<file path="config.mk">
export PLATFORM = sky130hd
export DESIGN_NAME = dmem_bus_arbiter
export DESIGN_NICKNAME = d
export VERILOG_FILES = /design/src/rtl/dmem_bus_arbiter.sv
export SDC_FILE = /design/constraint.sdc
export NUM_CORES = 1
export LEC_CHECK = 0
export ABC_CLOCK_PERIOD_IN_PS = 4100
export BUFFER_PORTS_ARGS = -buffer_cell sky130_fd_sc_hd__buf_2
export CORE_AREA = 2 2 117 119
export CTS_CLUSTER_SIZE = 14
export DETAILED_ROUTE_END_ITERATION = 16
export DIE_AREA = 0 0 119 121
export MAX_ROUTING_LAYER = met4
export PLACE_DENSITY = 0.49
export RECOVER_POWER = 25
export SYNTH_ARGS = -nofsm -noshare
export SYNTH_HDL_FRONTEND = slang
export SYNTH_SLANG_ARGS = --single-unit
</file>
<file path="constraint.sdc">
create_clock -name clk -period 4.1 [get_ports clk]
set_input_delay 0.41 -clock clk [delete_from_list [all_inputs] [get_ports clk]]
set_output_delay 0.41 -clock clk [all_outputs]
set_load 0.02 [all_outputs]
</file>
<file path="src/rtl/dmem_bus_arbiter.sv">
// Data-memory bus arbiter: processor priority, starvation-forced secondary slot,
// and one-cycle read response routing back to the issuing master.
module dmem_bus_arbiter #(
  parameter int ADDR_WIDTH   = 32,
  parameter int DATA_WIDTH   = 32,
  parameter int STARVE_LIMIT = 4
) (
  input  logic                  clk,
  input  logic                  rst,
  input  logic                  p_req,
  input  logic                  p_we,
  input  logic [ADDR_WIDTH-1:0] p_addr,
  input  logic [DATA_WIDTH-1:0] p_wdata,
  output logic                  p_gnt,
  output logic                  p_stall,
  output logic                  p_rvalid,
  output logic [DATA_WIDTH-1:0] p_rdata,
  input  logic                  d_req,
  input  logic                  d_we,
  input  logic [ADDR_WIDTH-1:0] d_addr,
  input  logic [DATA_WIDTH-1:0] d_wdata,
  output logic                  d_gnt,
  output logic                  d_rvalid,
  output logic [DATA_WIDTH-1:0] d_rdata,
  output logic [ADDR_WIDTH-1:0] m_addr,
  output logic [DATA_WIDTH-1:0] m_wdata,
  output logic                  m_MemRead,
  output logic                  m_MemWrite,
  input  logic [DATA_WIDTH-1:0] m_rdata
);

  localparam int CW = $clog2(STARVE_LIMIT + 1);
  localparam logic [CW-1:0] LIMIT = CW'(STARVE_LIMIT);

  logic [CW-1:0] starve_q, starve_d;
  logic          rd_p_q, rd_p_d;
  logic          rd_d_q, rd_d_d;
  logic          force_dma;

  assign force_dma = d_req && (starve_q == LIMIT);

  // Overlapping requests are expected, so priority (not unique) selection.
  always_comb begin
    p_gnt = 1'b0;
    d_gnt = 1'b0;
    if (rst) begin
      priority case (1'b1)
        force_dma: d_gnt = 1'b1;
        p_req:     p_gnt = 1'b1;
        d_req:     d_gnt = 1'b1;
        default:   ;
      endcase
    end
  end

  always_comb begin
    m_addr     = '0;
    m_wdata    = '0;
    m_MemRead  = 1'b0;
    m_MemWrite = 1'b0;
    if (p_gnt) begin
      m_addr     = p_addr;
      m_wdata    = p_wdata;
      m_MemRead  = ~p_we;
      m_MemWrite = p_we;
    end else if (d_gnt) begin
      m_addr     = d_addr;
      m_wdata    = d_wdata;
      m_MemRead  = ~d_we;
      m_MemWrite = d_we;
    end
  end

  always_comb begin
    starve_d = '0;
    if (d_req && !d_gnt) begin
      starve_d = (starve_q == LIMIT) ? starve_q
                                     : starve_q + CW'(1);
    end
    rd_p_d = p_gnt & ~p_we;
    rd_d_d = d_gnt & ~d_we;
  end

  always_ff @(posedge clk) begin
    if (!rst) begin
      starve_q <= '0;
      rd_p_q   <= 1'b0;
      rd_d_q   <= 1'b0;
    end else begin
      starve_q <= starve_d;
      rd_p_q   <= rd_p_d;
      rd_d_q   <= rd_d_d;
    end
  end

  assign p_stall  = rst & p_req & ~p_gnt;
  assign p_rvalid = rst & rd_p_q;
  assign d_rvalid = rst & rd_d_q;
  assign p_rdata  = m_rdata;
  assign d_rdata  = m_rdata;

endmodule

</file>
Word level (Yosys, flattened, before mapping)
Index checks and enable logic that the tools add are counted.
{"block": "word_totals", "ff_bits": 5, "latch_bits": 0, "mem_bits_rw": 0, "mem_bits_ro": 0, "in_bits": 166, "out_inout_bits": 135, "word_cells": 33, "mem_count": 0}
{"block": "op_classes", "n_addsub": 1, "n_mul": 0, "div": 0, "magnitude_cmp": 0, "eq_ne": 1, "shift": 0, "mux": 15, "bitwise": 9, "n_reduce_logical": 4}
{"operator": "$mux W32", "count": 4}
{"operator": "$mux W1", "count": 11}
{"operator": "$and A1 B1 Y1", "count": 6}
{"operator": "$add A3 B1 Y3 const B", "count": 1}
{"operator": "$eq A3 B3 Y1 const B", "count": 1}
{"operator": "$not A1 Y1", "count": 3}
{"operator": "$logic_and A1 B1 Y1", "count": 2}
{"operator": "$reduce_and A2 Y1", "count": 1}
{"operator": "$logic_not A1 Y1", "count": 1}

Logic depth before layout (Yosys ltp)
Gate-level depths: netlist (run 1).
{"block": "depth", "depth_word": 7, "depth_mapped": 7, "mapped_depth_nobuf": 4}

Worst setup path after synthesis (run 1)
OpenSTA, ideal clock, no wires.
{"block": "synth_path", "path_type": "register -> output", "start": "reg starve_q[0]", "end": "out m_MemRead", "arrival_ns": 1.410, "required_ns": 3.690, "path_slack_ns": 2.280, "stages_incl_launch_ff": 7, "path_buffers": 2, "cell_sequence": "dfxtp_1 -> inv_1 -> ha_1 -> and3_1 -> buf_2 -> buf_6 -> o22ai_1"}
{"block": "synth_between", "elab_chain_cells": 6, "word_cells_on_any_way": 8, "cone_classes": "eq/ne: 1; mux: 6; reduce/logical: 1"}
{"item": "start: declaration", "line": "35", "rtl": "logic [CW-1:0] starve_q, starve_d;"}
{"item": "start signal: assignment", "line": "90", "rtl": "starve_q <= starve_d;"}
{"item": "$eq A3 B3 Y1 (*)", "line": "40", "rtl": "assign force_dma = d_req && (starve_q == LIMIT);"}
{"item": "$logic_and A1 B1 Y1 (*)", "line": "40"}
{"item": "$mux W1", "line": "47", "rtl": "priority case (1'b1)"}
{"item": "$mux W1", "line": "46", "rtl": "if (rst) begin"}
{"item": "$mux W1", "line": "66", "rtl": "end else if (d_gnt) begin"}
{"item": "$mux W1 (*)", "line": "61", "rtl": "if (p_gnt) begin"}
{"item": "end: declaration", "line": "27", "rtl": "output logic m_MemRead,"}
Mark *: on every way between the ends. The rest lies on a longest branch, timed or not.

Worst setup path after layout (run 1)
{"block": "layout_path", "start": "reg starve_q[0]", "end": "out m_addr[25]"}
{"block": "layout_between", "elab_chain_cells": 6, "word_cells_on_any_way": 8, "cone_classes": "eq/ne: 1; mux: 6; reduce/logical: 1"}
{"item": "$eq A3 B3 Y1 (*)", "line": "40"}
{"item": "$logic_and A1 B1 Y1 (*)", "line": "40"}
{"item": "$mux W1", "line": "47"}
{"item": "$mux W1", "line": "46"}
{"item": "$mux W32", "line": "66"}
{"item": "$mux W32 (*)", "line": "61"}
{"item": "end: declaration", "line": "25", "rtl": "output logic [ADDR_WIDTH-1:0] m_addr,"}
Marks and branches as above.

==> impl_results.md, run 1 <==
* Top sig layer: met4
* Grt total ovfl at 0
* Wire length on met1 at 3500 um
* PD cells at 173 nW/um2
* Share of cells above drive strength 1 at 53.5%
* Endpoints failing setup at 0
* DRT Pass-1 Iters at 5
* Clock-pin slew on the worst setup and hold paths at 0.03 ns
* Leakage at 0.00136 uW
* Worst Hold Class: reg2reg
* Total CTS buffers at 3
* Syn. warnings at 0
* Cell area after synthesis at 2160 um2
* Post-layout minimum cycle time at 2.86 ns
* Std-Cell Rows at 42
* Wire length per cell at 13.6 um
* Most common cell after layout, fill and taps aside: buf_2
* Initial core utilization at 16.5%
* Crit Path Class: reg2out
* Final Util at 21.7%
* VDD IR max at 0.0768 mV
* Post-synthesis sequential area ratio at 4.62%
* Clock Sink Count at 5
* Worst setup EP type: output port
* Post-synthesis register bit count at 5
* Leading area contributor after synthesis: nand3_1
* Port Buf Inserts at 204
* Critical Path RT at 3.69 ns
* Ant diodes at 0
* HPWL Detailed at 6130 um
* Avg Cell Area, Syn at 6.44 um2
* Aggregate routed wire length at 8380 um
* Top cell type's share of synthesized area at 30.3%
* Most area-consuming cells after synthesis: nand3_1, buf_4, o22ai_1, o22ai_2, buf_2
* Design area at 2830 um2
* Max-slew violation count at 0
* Placed cell area at 2760 um2
* CTS tree: yes
* Largest net degree at the start of global routing at 84
* Global-route wire length before repair at 12800 um
* Peak Freq at 0.350 GHz
* Max FO, Critical Path at 39
* Footprint of the multi-input gates at 1340 um2
* GPL Wtd Cong at 0.736
* Startpoint Class: flip-flop
* Most frequent cells in the layout: buf_2, nand3_1, o22ai_1
* Distinct cells, synth at 21
* Post_cts resized at 0
* Final Skew at 0.00275 ns
* Placed cell count at 611
* Total Power at 490 uW
* Worst slew pin tran at 0.864 ns
* Hold-fix buffers, CTS at 0
* Die footprint at 14400 um2
* Final non-filler cell total at 615
* DR WL met3 at 759 um
* Worst-case clock buffer depth at 2
* Vias in the first global route at 2608
* Slew headroom at 42.3%
* Status: finished, final reports clean
* Vias at 2868
* Critical path arrival at 2.45 ns
* Final setup TNS at 0 ns
* FILL cells at 1486
* Syn_nets at 504
* Max cap viols at 0
* Storage element area at 100 um2
* P&R area growth vs syn at 30.9%
* Final cycle utilization of the critical path at 69.7%
* Die height at 121 um
* Antenna violations before repair at 0
* Net count, final at 608
* Antenna-violating nets left at 0
* GRT Util Overall at 10.8%
* Detail Route met2 WL at 3910 um
* Die extent in x at 119 um
* CTS root buf: clkbuf_16
* RSZ-0062 raised after global routing: false
* First DRT Iteration DRCs at 127
* Final Hold Viols at 0
* Core Box Area at 13100 um2
* Mapped Cells at 336
* Drt drc at 0
* Number of post-CTS setup repair buffers at 0
* Worst-Skew Late Latency at 0.23 ns
* DR vias/cell at 4.66
* CTS H-tree depth at 1
* IO Pins at 301
==> final timing paths <==
path / slack (ns) / depth (start not counted) / start / endpoint
worst max-delay path: 1.24 / 6 / starve_q[0] / m_addr[25]
worst min-delay path: 0.45 / 1 / starve_q[0] / starve_q[0]
worst max register to register: 2.20 / 5 / starve_q[0] / rd_d_q
worst min register to register: 0.45 / 1 / starve_q[0] / starve_q[0]
==> cells in the mapped netlist (all sizes together) <==
cell type	n
clkbuf	17
ha	2
o22ai	66
nor3b	2
nor2	5
and2	2
nand2	3
nand2b	1
inv	3
a21oi	1
or3b	1
nand3b	2
dfxtp	5
and3	1
buf	93
a21boi	1
nand3	131
==> flip-flops by register name, summed over array words and instances, names as in the netlist <==
register	cells
rd_p_q	1
rd_d_q	1
starve_q	3
==> report_power, final <==
part	internal, uW	switching [uW]	total (uW)
sequential	50.1	0.501	50.6
clock	129	31.8	161
combinational	114	165	279
==> cells by family after synthesis <==
kind of cell               share of synthesized area [%]
DFF                                                 4.62
adders and majority gates                           1.16
buffers and inverters                               34.0
AOI/OAI and AO/OA                                   25.6
and+or+nand+nor                                     34.6
==> layer usage <==
metal	GRT usage [%]	vias up
met3	2.02	26
li1	-	1373
met4	3.94	0
met1	13.1	1309
met5	-	-
met2	18.1	160
==> critical path, cell delays in order (launching register included) <==
cell     delay, ns
dfxtp_1       0.32
inv_1         0.06
ha_1          0.24
and3_2        0.71
buf_4         0.51
o22ai_1       0.16
buf_2         0.19
==> final cells by class <==
type / instances / share of cell area [%]
Inverter: 3 / 0.397
Tap cell: 176 / 7.77
Multi-Input combinational cell: 218 / 47.2
Sequential cell: 5 / 3.53
Timing Repair Buffer: 209 / 38.3
Clock buffer: 4 / 2.78
==> through the flow <==
stage | worst slack [ns] | hold slack, ns
finish | 1.24 | 0.454
global route | 1.09 | 0.485
global placement | 1.54 | 0.444
floorplan | 2.28 | 0.427
CTS | 1.24 | 0.456
detailed placement | 1.50 | 0.451
No activity file was read; power rests on OpenSTA's default activity.
==> run 2, diff against run 1 <==
--- a/config.mk
+++ b/config.mk
@@ -5,7 +5,7 @@
 export SDC_FILE = /design/constraint.sdc
 export NUM_CORES = 1
 export LEC_CHECK = 0
-export ABC_CLOCK_PERIOD_IN_PS = 4100
+export ABC_CLOCK_PERIOD_IN_PS = 2700
 export BUFFER_PORTS_ARGS = -buffer_cell sky130_fd_sc_hd__buf_2
 export CORE_AREA = 2 2 117 119
 export CTS_CLUSTER_SIZE = 14
==> constraint.sdc (replaced) <==
create_clock -name clk -period 2.7 [get_ports clk]
set_input_delay 0.27 -clock clk [delete_from_list [all_inputs] [get_ports clk]]
set_output_delay 0.27 -clock clk [all_outputs]
set_load 0.02 [all_outputs]
==> run 2 against run 1 <==
Against the previous run:
- global-route usage fell by 0.29 points
- clock power rose by 50%
- non-clock buffer count rose by 2
- sequential cell count did not move
- core utilization rose by 0.11 points
- wire length fell by 1.2%
- hold slack got worse by 0.10 ns
- register-to-register slack got worse by 1.1 ns
- combinational power rose by 52%
- critical endpoint is now m_addr[22]
- largest power group unchanged
==> impl_results.md, run 2 (synthesis results as in run 1) <==
* Final non-filler cell total at 617
* Die height at 121 um
* Top sig layer: met4
* Critical path arrival at 1.99 ns
* Most common cell after layout, fill and taps aside: buf_2
* Critical-path cell list: inv_1 > ha_1 > a21boi_4 > buf_12 > o22ai_1 > buf_2
* Clock Sink Count at 5
* GRT Util Overall at 10.6%
* Peak Freq at 0.442 GHz
* Largest net degree at the start of global routing at 69
* Total CTS buffers at 3
* Leakage at 0.00137 uW
* Worst Hold Class: in2reg
* Aggregate routed wire length at 8280 um
* Core Box Area at 13100 um2
* Ant diodes at 0
* VDD IR max at 0.158 mV
* Die extent in x at 119 um
* Post-layout minimum cycle time at 2.26 ns
* Final Skew at 0.00230 ns
* Critical Path RT at 2.43 ns
* Wire length per cell at 13.4 um
* Worst setup EP type: output port
* Max cap viols at 0
* Design area at 2850 um2
* Number of post-CTS setup repair buffers at 0
* DR WL met3 at 721 um
* Clock-pin slew on the worst setup and hold paths at 0.03 ns
* RSZ-0062 raised after global routing: false
* Most frequent cells in the layout: buf_2, nand3_1, o22ai_1
* Final Hold Viols at 0
* Setup WS pre-CTS at 0.667 ns
* Status: finished, final reports clean
* Vias in the first global route at 2606
* WP buf/inv at 3
* Biggest cell delay along the critical path at 0.40 ns
* Post_cts resized at 0
* Vias at 2913
* Worst hold slack at 0.351 ns
* Detail Route met2 WL at 4000 um
* Antenna-violating nets left at 0
* P&R area growth vs syn at 31.6%
* Share of cells above drive strength 1 at 53.7%
* GPL Wtd Cong at 0.864
* Placed cell area at 2770 um2
* CTS root buf: clkbuf_16
* FILL cells at 1485
* Placed cell count at 613
* First DRT Iteration DRCs at 158
* Final cycle utilization of the critical path at 83.8%
* Slowest-stage cell, CP: a21boi_4
* Antenna violations before repair at 0
* Worst setup margin at 0.437 ns
* Crit Path Class: reg2out
* CTS H-tree depth at 1
* Grt total ovfl at 0
* Biggest regs: starve_q: 3 flops, rd_d_q: 1 flops, rd_p_q: 1 flops
* Flop2flop setup slack at 1.07 ns
* HPWL Detailed at 6160 um
* Global-route wire length before repair at 12400 um
* CP delay by family, top: buffers and inverters
* Hold-fix buffers, CTS at 0
* Wire length on met1 at 3350 um
* Worst-case clock buffer depth at 2
* Max-slew violation count at 0
* Max FO, Critical Path at 55
* Startpoint Class: flip-flop
* Biggest register: starve_q
* Drt drc at 0
* Std-Cell Rows at 42
* Slew headroom at 53.9%
* Net count, final at 610
* Worst slew pin tran at 0.692 ns
* Die footprint at 14400 um2
* Initial core utilization at 16.5%
* Max reg flops at 3
* Final setup TNS at 0 ns
* Worst-Skew Late Latency at 0.23 ns
* CTS tree: yes
* DR vias/cell at 4.72
* IO Pins at 301
* Endpoints failing setup at 0
* Port Buf Inserts at 204
* DRT Pass-1 Iters at 4
* PD cells at 261 nW/um2
run 2: final timing paths:
path	endpoint	depth (start not counted)	start
max	m_addr[22]	6	starve_q[0]
min	rd_d_q	3	d_we
max reg2reg	rd_d_q	5	starve_q[0]
min reg2reg	starve_q[0]	1	starve_q[0]
run 2: where the power goes:
part | leakage [uW] | internal (uW) | total [uW] | switching, uW
clock | 0.0000382 | 195 | 241 | 45.6
combinational | 0.00129 | 174 | 425 | 251
sequential | 0.0000407 | 76.1 | 76.9 | 0.760
run 2: stage by stage:
| stage | util [%] | total power [uW] |
|---|---|---|
| global placement | 21.2 | 497 |
| CTS | 21.8 | 750 |
| finish | 21.8 | 743 |
| detailed placement | 21.2 | 503 |
| global route | 21.8 | 790 |
| floorplan | - | 465 |
run 2: area by class of cell:
type | count | area, um2 | share of cell area (%)
flip-flops and latches | 5 | 100 | 3.51
clock buffers | 4 | 78.8 | 2.77
repair buffers | 211 | 1100 | 38.6
multi-input cells | 218 | 1340 | 46.9
inverters | 3 | 11.3 | 0.395
well taps | 176 | 220 | 7.73
run 2: worst reg2reg max path: stages, from the launching register on:
cell and delay [ns]:
dfxtp_1 0.35, inv_1 0.05, ha_1 0.26, a21boi_4 0.40
buf_12 0.34, nor2_1 0.11
run 2: routing by layer:
metal	up-vias	GRT usage (%)
li1	1377	-
met1	1348	12.2
met2	162	18.4
met3	26	2.16
met4	0	3.42
met5	-	-
